--- src/rtl/lut_cam.sv ---
// Small content-addressable lookup table with insert/update, delete and a walking clear.
// Lookups are single-cycle registered; writes complete with a one-cycle done pulse.
module lut_cam #(
    parameter int NR_KEY      = 4,
    parameter int KEY_LEN     = 4,
    parameter int DATA_LEN    = 8,
    parameter int HAS_DEFAULT = 0
) (
    input  logic                         clk_i,
    input  logic                         rst_n_i,
    input  logic                         wr_valid_i,
    output logic                         wr_ready_o,
    input  logic [1:0]                   wr_op_i,
    input  logic [KEY_LEN-1:0]           wr_key_i,
    input  logic [DATA_LEN-1:0]          wr_data_i,
    output logic                         wr_done_o,
    output logic                         wr_err_o,
    input  logic                         rd_valid_i,
    input  logic [KEY_LEN-1:0]           rd_key_i,
    input  logic [DATA_LEN-1:0]          default_i,
    output logic                         rd_valid_o,
    output logic                         rd_hit_o,
    output logic [DATA_LEN-1:0]          rd_data_o,
    output logic [$clog2(NR_KEY+1)-1:0]  count_o
);
    localparam int CW = $clog2(NR_KEY + 1);
    localparam int IW = $clog2(NR_KEY);

    typedef enum logic {IDLE, CLEAR} state_t;

    state_t              state_reg, state_next;
    logic [IW-1:0]       idx_reg, idx_next;
    logic [CW-1:0]       count_reg, count_next;
    logic                done_reg, done_next;
    logic                err_reg, err_next;
    logic [NR_KEY-1:0]   valid_reg;
    logic [KEY_LEN-1:0]  key_reg  [NR_KEY];
    logic [DATA_LEN-1:0] data_reg [NR_KEY];

    logic [NR_KEY-1:0]   wr_match, rd_match, free_oh, set_valid, clr_valid, load_entry;
    logic                wr_hit, full, rd_hit;
    logic [DATA_LEN-1:0] hit_data, miss_data;
    logic                rd_valid_reg, rd_hit_reg;
    logic [DATA_LEN-1:0] rd_data_reg;

    genvar gi;
    generate
        for (gi = 0; gi < NR_KEY; gi++) begin : g_entry
            assign wr_match[gi] = valid_reg[gi] && (key_reg[gi] == wr_key_i);
            assign rd_match[gi] = valid_reg[gi] && (key_reg[gi] == rd_key_i);

            always_ff @(posedge clk_i or negedge rst_n_i) begin
                if (!rst_n_i)
                    valid_reg[gi] <= 1'b0;
                else if (clr_valid[gi])
                    valid_reg[gi] <= 1'b0;
                else if (set_valid[gi])
                    valid_reg[gi] <= 1'b1;
            end

            // Payload is qualified by valid_reg, so it needs no reset.
            always_ff @(posedge clk_i) begin
                if (load_entry[gi]) begin
                    key_reg[gi]  <= wr_key_i;
                    data_reg[gi] <= wr_data_i;
                end
            end
        end
    endgenerate

    assign wr_hit  = |wr_match;
    assign full    = &valid_reg;
    // Isolates the lowest clear bit of the valid vector: first free slot.
    assign free_oh = ~valid_reg & (valid_reg + NR_KEY'(1));

    always_comb begin
        state_next = state_reg;
        idx_next   = idx_reg;
        count_next = count_reg;
        done_next  = 1'b0;
        err_next   = 1'b0;
        set_valid  = '0;
        clr_valid  = '0;
        load_entry = '0;
        case (state_reg)
            IDLE: begin
                if (wr_valid_i) begin
                    done_next = 1'b1;
                    case (wr_op_i)
                        2'b00: begin
                            if (wr_hit) begin
                                load_entry = wr_match;
                            end else if (!full) begin
                                load_entry = free_oh;
                                set_valid  = free_oh;
                                count_next = count_reg + CW'(1);
                            end else begin
                                err_next = 1'b1;
                            end
                        end
                        2'b01: begin
                            if (wr_hit) begin
                                clr_valid  = wr_match;
                                count_next = count_reg - CW'(1);
                            end
                        end
                        2'b10: begin
                            state_next = CLEAR;
                            idx_next   = '0;
                            done_next  = 1'b0;
                        end
                        default: ;
                    endcase
                end
            end
            CLEAR: begin
                clr_valid = NR_KEY'(1) << idx_reg;
                if (valid_reg[idx_reg])
                    count_next = count_reg - CW'(1);
                idx_next = idx_reg + IW'(1);
                if (idx_reg == IW'(NR_KEY - 1)) begin
                    state_next = IDLE;
                    idx_next   = '0;
                    done_next  = 1'b1;
                end
            end
            default: state_next = IDLE;
        endcase
    end

    always_ff @(posedge clk_i or negedge rst_n_i) begin
        if (!rst_n_i) begin
            state_reg <= IDLE;
            idx_reg   <= '0;
            count_reg <= '0;
            done_reg  <= 1'b0;
            err_reg   <= 1'b0;
        end else begin
            state_reg <= state_next;
            idx_reg   <= idx_next;
            count_reg <= count_next;
            done_reg  <= done_next;
            err_reg   <= err_next;
        end
    end

    // Keys are unique, so OR-ing the matching entries selects the one hit.
    always_comb begin
        hit_data = '0;
        for (int i = 0; i < NR_KEY; i++)
            if (rd_match[i])
                hit_data = hit_data | data_reg[i];
    end

    assign rd_hit    = |rd_match;
    assign miss_data = (HAS_DEFAULT != 0) ? default_i : '0;

    always_ff @(posedge clk_i or negedge rst_n_i) begin
        if (!rst_n_i) begin
            rd_valid_reg <= 1'b0;
            rd_hit_reg   <= 1'b0;
            rd_data_reg  <= '0;
        end else begin
            rd_valid_reg <= rd_valid_i;
            rd_hit_reg   <= rd_valid_i && rd_hit;
            rd_data_reg  <= !rd_valid_i ? '0 : (rd_hit ? hit_data : miss_data);
        end
    end

    assign wr_ready_o = (state_reg == IDLE);
    assign wr_done_o  = done_reg;
    assign wr_err_o   = err_reg;
    assign rd_valid_o = rd_valid_reg;
    assign rd_hit_o   = rd_hit_reg;
    assign rd_data_o  = rd_data_reg;
    assign count_o    = count_reg;

endmodule

--- config.mk ---
export PLATFORM = sky130hd
export DESIGN_NAME = lut_cam
export DESIGN_NICKNAME = d
export VERILOG_FILES = /design/src/rtl/lut_cam.sv
export SDC_FILE = /design/constraint.sdc
export NUM_CORES = 1
export LEC_CHECK = 0
export ABC_AREA = 1
export BUFFER_PORTS_ARGS = -buffer_cell sky130_fd_sc_hd__buf_2
export CAP_MARGIN = 25
export CORE_MARGIN = 3
export CORE_UTILIZATION = 40
export DETAILED_ROUTE_END_ITERATION = 16
export HOLD_SLACK_MARGIN = 0.03
export SYNTH_ARGS = -nofsm -noshare
export SYNTH_HDL_FRONTEND = slang
export SYNTH_SLANG_ARGS = --single-unit
--- constraint.sdc ---
create_clock -name clk_i -period 2.7 [get_ports clk_i]
set_input_delay 0.54 -clock clk_i [delete_from_list [all_inputs] [get_ports clk_i]]
set_output_delay 0.54 -clock clk_i [all_outputs]
set_load 0.005 [all_outputs]
Word level (Yosys, flattened, before mapping)
Memories as Yosys holds them, arrays and structs flattened.
Cells that the tools add are included.

cells by class
  add/sub/neg operators = 4
  multiply operators = 0
  div/mod/pow operators = 0
  magnitude comparators = 1
  equal/unequal tests = 18
  shift-type cells = 1
  muxes and demuxes = 61
  bitwise operators = 6
  reduce and logical (&&, ||, !) cells = 19

operators by type and width
  cell                                                                number
  4-bit two-way mux                                                   12
  8-bit two-way mux                                                   6
  4-bit equality test                                                 8
  1-bit two-way mux                                                   28
  8-bit OR                                                            3
  3-bit two-way mux                                                   5
  3-bit one-hot mux with 2 select lines                               2
  1-bit logical AND                                                   9
  3-bit != test (second input constant)                               3
  4-bit one-hot mux with 2 select lines                               1
  2-bit nonzero test                                                  4
  4-bit OR reduction                                                  2
  2-bit two-way mux                                                   3
  6-bit AND reduction                                                 1
  4-bit by 1-bit adder with 4-bit output (second input constant)      1
  4-bit AND                                                           1
  2-bit equality test (second input constant)                         2
  2-bit by 1-bit != test with 1-bit output (second input constant)    2
  4-bit inverter                                                      1
  1-bit one-hot mux with 2 select lines                               2
  2-bit one-hot mux with 2 select lines                               1
  4-bit AND reduction                                                 1
  1-bit by 2-bit left shift with 4-bit output (first input constant)  1
  3-bit by 1-bit adder with 3-bit output (second input constant)      1
  other kinds (10)                                                    10

storage, ports and cells
  register bits = 22
  latch bits = 0
  bits in writable memories = 48
  memory bits (read-only) = 0
  input port bits = 30
  output and inout bits = 16
  word-level logic and storage cells = 124
  memories kept = 2

memory list
  memory    depth  width  read ports  clocked after memory_dff  write ports  RTL line  source
  data_reg  4      8      4           0                         4            38        logic [DATA_LEN-1:0] data_reg [NR_KEY];
  key_reg   4      4      4           0                         4            37        logic [KEY_LEN-1:0] key_reg [NR_KEY];

Longest topological paths before layout
Gate-level depths: netlist of run 1.
An unclocked memory read counts as a cell.

  word-level depth = 12
  gate-level depth with buffers = 12
  mapped depth without buffers = 12

Worst setup path after synthesis of run 1
Ideal clock, no wire load.

  path type = input to register
  start = input port wr_key_i[2]
  end = memory data_reg[3][0], enable pin
  library setup time = 398 ps
  arrival time = 1877 ps
  data required time = 2302 ps
  slack = 426 ps
  stages on the path = 4
  buffers on the path = 1
  path through = buf_2 -> xnor2_1 -> nand3_2 -> o21ai_0

RTL lines
  item                RTL line  source
  start: declaration  14        input logic [KEY_LEN-1:0] wr_key_i,
  end: declaration    38

==> results.json, run 1 <==
{
  "outcome": "completed",
  "path_clk_slew_ns": 0.08,
  "globalplace.congestion": 0.878,
  "total_wirelength_of_the_detailed_routed_design_um": 6450,
  "final-hold-violation-count": 0,
  "grt.total_usage_pct": 15.2,
  "syn-num-nets": 361,
  "sequentialPowerShare_pct": 52.6,
  "stdcell_area_um2": 3750,
  "crit_fanout": 11,
  "via_per_inst": 4.74,
  "timing.critical_path.slowest_cell_delay_ns": 0.50,
  "cts-htree-levels": 3,
  "tns_ns": 0,
  "leakagePower_nw": 1.66,
  "core_region_area_um2": 7810,
  "postSynthRegisterBits": 70,
  "boundaryPins": 46,
  "ir_worst_vdd_mv": 0.380,
  "flip_flop_count_of_the_largest_register_all_copies_and_words_added": 32,
  "drc": 0,
  "clockPowerShare_pct": 27.9,
  "finClkSkew_ns": 0.00908,
  "dp_hpwl_um": 4620,
  "cell_internal_pwr_mw": 1.77,
  "rr_startpoint": "state_reg$_DFF_PN0_",
  "post-route-util_pct": 48.1,
  "detail_route.iter0.violations": 77,
  "endpoint_kind": "flop",
  "timing.critical_path.slowest_stage_cell": "dfrtp_1",
  "ys_async_sr_fraction_pct": 31.4,
  "ctsRootBufferMaster": "clkbuf_8",
  "criticalPathCategory": "reg -> reg",
  "number_of_library_cell_types_mapped_by_synthesis": 31,
  "max_clk_rate_ghz": 0.478,
  "final_max_slew_viol_count": 0,
  "final_min_period_over_clock_period_pct": 77.4,
  "cts_hold_buf": 0,
  "syn-cell-area_um2": 3240,
  "timing.critical_path.cells": "inv_1, nand2_1, nor2_1, nand2_1, inv_1, nand3_1, o21ai_1, buf_4",
  "worst_slack_ns": 0.609,
  "nets": 412,
  "nFillCells": 747,
  "maxCapViolations": 0,
  "synth_top_flop_cell": "edfxtp_1",
  "finalHoldWorstSlack_ns": 0.165,
  "worst_hold_path_type": "in -> async",
  "postCtsSetupBuffers": 0,
  "synth-seq-area-share_pct": 61.4,
  "total_power_mw": 2.54,
  "placed_cells": 467,
  "timing.reg2reg.worst_path_depth": 8,
  "worst-slew-pin-transition_ns": 0.515,
  "rsz_0062_raised_after_global_routing": "false",
  "dieArea_um2": 9230,
  "port-buffer-count": 37,
  "multi_input_comb_area_um2": 1050,
  "worstPathRequired_ns": 2.74,
  "slew-limit-headroom_pct": 65.7,
  "clk_latency_ns": 0.34,
  "comb_power_share_pct": 19.5,
  "startpoint_type": "flop",
  "routed-via-count": 2291,
  "drive_gt1_share_pct": 19.4,
  "fin_crit_ns": 2.09,
  "number_of_synthesized_flops_with_an_enable_pin": 48,
  "syn_to_final_growth_pct": 15.7,
  "globalRouteOverflowTotal": 0,
  "syn_area_per_cell_um2": 9.98,
  "power.net_switching_mw": 0.767,
  "most-common-layout-cells": "nand2_1 (66), edfxtp_1 (48), inv_1 (45)",
  "grt_pass1_vias": 2229,
  "grt_start_max_net_pins": 23,
  "tritoncts_clock_tree": "done",
  "postCtsResizedCells": 0,
  "die-height_um": 96.1,
  "cp.arrival_ns": 2.13,
  "post_layout_nonfiller_instances": 483,
  "antenna_found_initial": 0,
  "ant_nets": 0,
  "cts_inserted_buffers": 9,
  "die_x_um": 96.1,
  "placement.cell_area_um2": 3590,
  "yosys_warnings": 0,
  "numClockSinks": 70,
  "placement.setup.worst_slack_ns": 0.475,
  "mostFrequentLayoutCell": "nand2_1",
  "ff_latch_area_um2": 1990,
  "sw_share_pct": 30.2,
  "worstReg2RegEnd": "data_reg[3][5]$_DFFE_PP_",
  "floorplan.initialDensity_pct": 41.6,
  "antenna-diode-count": 0,
  "power_per_cell_area_nw_per_um2": 676,
  "placement_rows": 32,
  "routedWlPerCell_um": 13.3,
  "timing.reg2reg.setup_slack_ns": 0.61,
  "grt_pass1_wl_um": 10500,
  "detailedRoute.firstPassIterationCount": 4,
  "instance_count_of_the_mapped_netlist": 325,
  "setup-violations-final": 0,
  "clock_path_buffers": 2
}
cells by family (layout without fill, tap and decap cells):
group / count (synthesis) / count (layout) / synth area share (%)
AOI/OAI and AO/OA: 53 / 53 / 9.29
and+or+nand+nor: 132 / 132 / 17.8
buffers and inverters: 53 / 109 / 6.21
DFF: 70 / 70 / 61.4
muxes: 1 / 1 / 0.309
adders and majority gates: 6 / 6 / 2.31
xor gates and xnor gates: 10 / 10 / 2.70
cells in the mapped netlist, types with 5 or more instances:
cell type,instances,area share [%]
edfxtp_1,48,44
inv_1,45,5.2
ha_1,6,2.3
nor2_1,42,4.9
nand2_1,66,7.6
o21ai_0,28,4.3
o22ai_1,11,2.1
nand3_1,5,0.77
dfrtp_1,22,17
xnor2_1,6,1.6
a21oi_1,9,1.4
critical path, delay by kind of cell, from the launching register on:
kind | cells | cell delay (ns)
flip-flops | 1 | 0.50
AND/OR/NAND/NOR | 4 | 0.54
AO/OA/AOI/OAI | 1 | 0.17
buffers and inverters | 3 | 0.58
power groups by stage:
stage | combinational (mW) | clock (mW) | sequential [mW]
floorplan | 0.370 | 0 | 1.32
global placement | 0.488 | 0 | 1.35
detailed placement | 0.497 | 0 | 1.36
CTS | 0.503 | 0.735 | 1.33
global route | 0.582 | 0.782 | 1.35
finish | 0.495 | 0.708 | 1.33
worst max-delay path by stage:
stage | from | end | slack [ns] | cells past startpoint
global placement | wr_key_i[0] | data_reg[3][2]$_DFFE_PP_ | 0.48 | 10
detailed placement | wr_key_i[0] | data_reg[3][2]$_DFFE_PP_ | 0.47 | 10
floorplan | wr_key_i[2] | data_reg[3][0]$_DFFE_PP_ | 0.43 | 4
CTS | state_reg$_DFF_PN0_ | data_reg[3][5]$_DFFE_PP_ | 0.61 | 8
finish | state_reg$_DFF_PN0_ | data_reg[3][5]$_DFFE_PP_ | 0.61 | 8
global route | state_reg$_DFF_PN0_ | data_reg[3][2]$_DFFE_PP_ | 0.42 | 8
layer usage:
| metal | up-vias | part of all wire [%] | global-route usage, % |
|---|---|---|---|
| met5 | - | 0 | 0 |
| li1 | 1170 | - | - |
| met1 | 1067 | 48 | 19.6 |
| met4 | 0 | 1.3 | 5.45 |
| met3 | 7 | 4.6 | 4.46 |
| met2 | 47 | 46 | 24.3 |
final cells by class:
| class | instances | share of cell area, % |
|---|---|---|
| Timing Repair Buffer | 43 | 6.13 |
| Multi-Input combinational cell | 202 | 28.0 |
| Sequential cell | 70 | 53.1 |
| Inverter | 50 | 5.00 |
| Tap cell | 102 | 3.40 |
| Clock inverter | 7 | 1.10 |
| Clock buffer | 9 | 3.30 |
(Power assumes the default switching activity.)
==> run 2: changes to the inputs <==
clock period = 1.7 ns   (was 2.7 ns; I/O delays follow)
==> run 2 against run 1 <==
Compared with the run above:
- the flow now finishes with violations (negative setup slack)
- register-to-register slack lost 0.65 ns
- cell count grew 5.6%
- largest power group unchanged
- combinational power grew 94%
- critical path type unchanged
==> results.json, run 2 (synthesized netlist as in run 1, its figures left out) <==
{
  "leakagePower_nw": 1.84,
  "ir_worst_vdd_mv": 0.456,
  "flip_flop_count_of_the_largest_register_all_copies_and_words_added": 32,
  "grt_start_max_net_pins": 23,
  "numClockSinks": 70,
  "cts_inserted_buffers": 9,
  "startpoint_type": "flop",
  "final_max_slew_viol_count": 0,
  "final-hold-violation-count": 0,
  "violations": "negative setup slack",
  "routed-via-count": 2395,
  "clk_latency_ns": 0.34,
  "nFillCells": 711,
  "floorplan.initialDensity_pct": 41.6,
  "syn_to_final_growth_pct": 27.4,
  "dp_hpwl_um": 4800,
  "boundaryPins": 46,
  "criticalPathCategory": "reg -> reg",
  "worst_slack_ns": -0.0446,
  "placement_rows": 32,
  "power.net_switching_mw": 1.27,
  "cell_internal_pwr_mw": 3.22,
  "drive_gt1_share_pct": 27.9,
  "die_x_um": 96.1,
  "total_power_mw": 4.49,
  "most-common-layout-cells": "nand2_1 (63), edfxtp_1 (48), inv_1 (42)",
  "routedWlPerCell_um": 13.5,
  "clockPowerShare_pct": 32.4,
  "nets": 439,
  "placement.cell_area_um2": 3800,
  "path_clk_slew_ns": 0.07,
  "tritoncts_clock_tree": "done",
  "grt.total_usage_pct": 15.8,
  "fin_crit_ns": 1.74,
  "max_clk_rate_ghz": 0.573,
  "via_per_inst": 4.70,
  "total_wirelength_of_the_detailed_routed_design_um": 6870,
  "slew-limit-headroom_pct": 66.1,
  "dieArea_um2": 9230,
  "placement.setup.worst_slack_ns": -0.143,
  "crit_fanout": 6,
  "detailedRoute.firstPassIterationCount": 4,
  "grt_pass1_wl_um": 10900,
  "ctsRootBufferMaster": "clkbuf_8",
  "finClkSkew_ns": 0.0120,
  "tns_ns": -0.702,
  "clock_path_buffers": 2,
  "sequentialPowerShare_pct": 46.2,
  "port-buffer-count": 37,
  "mostFrequentLayoutCell": "nand2_1",
  "comb_power_share_pct": 21.4,
  "cp.arrival_ns": 1.80,
  "worst-slew-pin-transition_ns": 0.509,
  "worst_hold_path_type": "in -> reg",
  "worstPathRequired_ns": 1.75,
  "sw_share_pct": 28.3,
  "outcome": "finished with violations",
  "final_min_period_over_clock_period_pct": 103,
  "rsz_0062_raised_after_global_routing": "true",
  "power_per_cell_area_nw_per_um2": 1090,
  "setup-violations-final": 36,
  "die-height_um": 96.1,
  "maxCapViolations": 0,
  "antenna-diode-count": 0,
  "cts-htree-levels": 3,
  "drc": 0,
  "core_region_area_um2": 7810,
  "grt_pass1_vias": 2243,
  "endpoint_kind": "flop",
  "detail_route.iter0.violations": 105,
  "timing.reg2reg.setup_slack_ns": -0.04,
  "globalRouteOverflowTotal": 0,
  "stdcell_area_um2": 4130,
  "globalplace.congestion": 0.918,
  "ant_nets": 0,
  "antenna_found_initial": 0
}
## run 2: path summary, 6_finish.rpt
check / startpoint / endpoint / cells past startpoint
worst max-delay path: key_reg[3][0]$_DFFE_PP_ / data_reg[3][5]$_DFFE_PP_ / 10
worst min-delay path: rd_valid_i / rd_valid_o$_DFF_PN0_ / 1
worst max register to register: key_reg[3][0]$_DFFE_PP_ / data_reg[3][5]$_DFFE_PP_ / 10
worst min register to register: count_o[2]$_DFFE_PN0P_ / count_o[2]$_DFFE_PN0P_ / 2
max in group asynchronous: rst_n_i / rd_data_o[3]$_DFF_PN0_ / 2
min in group asynchronous: rst_n_i / valid_reg[0]$_DFFE_PN0P_ / 2
## run 2: repair_timing
action / CTS / global route
endpoints found under the hold margin: 22 / 0
hold buffers: 1 / 0
setup endpoints to repair: 34 / 55
pin swaps: 0 / 1
buffers inserted: 0 / 3
gates resized for setup: 4 / 14
gates cloned: 0 / 1
## run 2: cell type report
type                       count  area (um2)  area share, %
sequential                    70        1990           48.2
multi-input combinational    202        1110           26.9
timing repair buffer          70         500           12.1
inverter                      50         188           4.54
clock buffer                  10         128           3.09
tap                          102         128           3.09
clock inverter                 6        87.6           2.12
## run 2: critical path, cell delays in order, from the launching register on
cell and delay [ns]:
edfxtp_1 0.40, inv_1 0.11, nand2_1 0.05, nand2_1 0.10
nor2_2 0.05, nand3_2 0.07, nand2_2 0.07, nor2_4 0.17
nand3_2 0.13, o21ai_4 0.12, clkbuf_16 0.20
## run 2: power by group through the flow
stage	clock network [mW]	logic, mW	registers, mW
6_report	1.45	0.961	2.07
5_1_grt	1.57	1.11	2.09
4_1_cts	1.49	0.952	2.07
3_5_place_dp	0	0.928	2.11
3_3_place_gp	0	0.918	2.10
2_1_floorplan	0	0.594	2.09
## run 2: metal layers
layer | vias to the layer above | share of wire, % | wire length, um | GRT usage [%]
met4 | 0 | 0.86 | 59 | 4.50
li1 | 1224 | - | - | -
met2 | 61 | 47 | 3260 | 25.5
met1 | 1104 | 46 | 3160 | 20.3
met3 | 6 | 5.7 | 394 | 4.93
met5 | - | 0 | 0 | 0
## run 2: stage by stage
step	util, %	hold WS [ns]	instances
floorplan	-	0.0444	325
finish	52.9	0.124	510
global placement	48.7	0.347	489
detailed placement	48.7	0.348	489
global route	52.9	0.104	510
CTS	51.8	0.113	506
==> run 3: changes to the inputs <==
SETUP_SLACK_MARGIN = 0.02   (was not set)
==> run 3 against run 2 <==
Compared with the run above:
- the flow still finishes with violations (negative setup slack)
- first-iteration DRC count is 13% higher
- sequential share of layout area is 0.18 points higher
- hold slack better by 0.00077 ns
- clock-buffer cell count stayed put
- non-clock buffer count is 3 higher
- clock skew is 0.0036 ns lower
- global-route usage is 0.26 points higher
- via count is 0.13% higher
- setup slack worse by 0.00056 ns
- critical path type unchanged
- critical endpoint is now key_reg[1][3]$_DFFE_PP_
==> results.json, run 3 (synthesized netlist as in run 1, its figures left out) <==
{
  "drive_gt1_share_pct": 27.5,
  "total_power_mw": 4.47,
  "die-height_um": 96.1,
  "grt_start_max_net_pins": 23,
  "slew-limit-headroom_pct": 65.7,
  "criticalPathCategory": "reg -> reg",
  "routed-via-count": 2398,
  "tritoncts_clock_tree": "done",
  "crit_fanout": 12,
  "ant_nets": 0,
  "rr_startpoint": "key_reg[2][1]$_DFFE_PP_",
  "ir_worst_vdd_mv": 0.541,
  "via_per_inst": 4.67,
  "path_clk_slew_ns": 0.07,
  "final_min_period_over_clock_period_pct": 103,
  "worst_hold_path_type": "in -> reg",
  "outcome": "finished with violations",
  "antenna-diode-count": 0,
  "placement_rows": 32,
  "finalHoldWorstSlack_ns": 0.125,
  "fin_crit_ns": 1.75,
  "detailedRoute.firstPassIterationCount": 4,
  "maxCapViolations": 0,
  "rsz_0062_raised_after_global_routing": "true",
  "cp.arrival_ns": 1.80,
  "ctsRootBufferMaster": "clkbuf_8",
  "grt_pass1_wl_um": 11000,
  "globalRouteOverflowTotal": 0,
  "grt.total_usage_pct": 16.0,
  "drc": 0,
  "endpoint_kind": "flop",
  "total_wirelength_of_the_detailed_routed_design_um": 6810,
  "finClkSkew_ns": 0.00847,
  "stdcell_area_um2": 4120,
  "flip_flop_count_of_the_largest_register_all_copies_and_words_added": 32,
  "floorplan.initialDensity_pct": 41.6,
  "power_per_cell_area_nw_per_um2": 1090,
  "mostFrequentLayoutCell": "nand2_1",
  "setup-violations-final": 12,
  "grt_pass1_vias": 2302,
  "nets": 442,
  "die_x_um": 96.1,
  "worstHoldStart": "rd_valid_i",
  "most-common-layout-cells": "nand2_1 (64), edfxtp_1 (48), inv_1 (42), nor2_1 (42), buf_2 (37)",
  "worst_slack_ns": -0.0452,
  "leakagePower_nw": 1.84,
  "cts-htree-levels": 3,
  "cts_inserted_buffers": 9,
  "syn_to_final_growth_pct": 27.0,
  "violations": "negative setup slack",
  "numClockSinks": 70,
  "detail_route.iter0.violations": 119,
  "clock_path_buffers": 2,
  "dp_hpwl_um": 4800,
  "final_max_slew_viol_count": 0,
  "globalplace.congestion": 0.958,
  "dieArea_um2": 9230,
  "worst-slew-pin-transition_ns": 0.514,
  "clk_latency_ns": 0.35,
  "worstPathRequired_ns": 1.76,
  "post_layout_nonfiller_instances": 513,
  "port-buffer-count": 37,
  "placed_cells": 493,
  "crit_start": "key_reg[2][1]$_DFFE_PP_",
  "max_clk_rate_ghz": 0.573,
  "routedWlPerCell_um": 13.3,
  "core_region_area_um2": 7810,
  "placement.cell_area_um2": 3840,
  "boundaryPins": 46,
  "startpoint_type": "flop",
  "antenna_found_initial": 0,
  "final-hold-violation-count": 0
}
run 3: stage by stage:
stage	TNS (ns)	setup slack, ns	util (%)
2_1_floorplan	-2.33	-0.0969	-
3_3_place_gp	-3.93	-0.129	49.2
3_5_place_dp	-4.93	-0.161	49.2
4_1_cts	-0.306	-0.0288	52.4
5_1_grt	-3.91	-0.136	52.8
6_report	-0.481	-0.0452	52.8
run 3: timing repair:
action                     CTS  global route
pin swaps                    3             0
hold endpoints to repair    22             0
setup buffers                2             1
setup endpoints to repair   34            56
gates resized for setup      2             7
hold buffers                 1             0
run 3: per-layer routing:
| metal | routed length (um) | share of wire, % | global-route usage, % | vias to the layer above |
|---|---|---|---|---|
| li1 | - | - | - | 1231 |
| met1 | 3150 | 46 | 20.5 | 1109 |
| met2 | 3250 | 48 | 26.2 | 48 |
| met3 | 316 | 4.6 | 4.07 | 10 |
| met4 | 102 | 1.5 | 5.92 | 0 |
| met5 | 0 | 0 | 0 | - |
run 3: worst max-delay path, cell delays in order, from the launching register on:
cell and delay (ns):
edfxtp_1 0.42, inv_1 0.09, nand2_1 0.05, o21ai_1 0.07, nor2_1 0.06, nand3_2 0.07, nand2_2 0.06, nor2_4 0.15
nand4_1 0.20, o21ai_4 0.12, buf_12 0.16
run 3: power breakdown:
| group | switching [mW] | internal (mW) | leakage [nW] | total [mW] |
|---|---|---|---|---|
| registers | 0.0995 | 1.96 | 0.724 | 2.06 |
| clock network | 0.625 | 0.826 | 0.110 | 1.45 |
| logic | 0.544 | 0.417 | 1.01 | 0.961 |
run 3: final cells by class:
cell class / instances / area (um2)
Timing Repair Buffer: 73 / 498
Inverter: 50 / 188
Sequential cell: 70 / 1990
Multi-Input combinational cell: 202 / 1100
Clock buffer: 10 / 128
Clock inverter: 6 / 87.6
Fill cell: 721 / 3690
Tap cell: 102 / 128
run 3: worst paths after layout:
kind	endpoint	slack [ns]	cells past startpoint
max	key_reg[1][3]$_DFFE_PP_	-0.05	10
min	rd_valid_o$_DFF_PN0_	0.13	1
max reg2reg	key_reg[1][3]$_DFFE_PP_	-0.05	10
min reg2reg	count_o[2]$_DFFE_PN0P_	0.53	2
max in group asynchronous	rd_data_o[4]$_DFF_PN0_	0.85	2
min in group asynchronous	idx_reg[0]$_DFFE_PN0P_	0.49	2
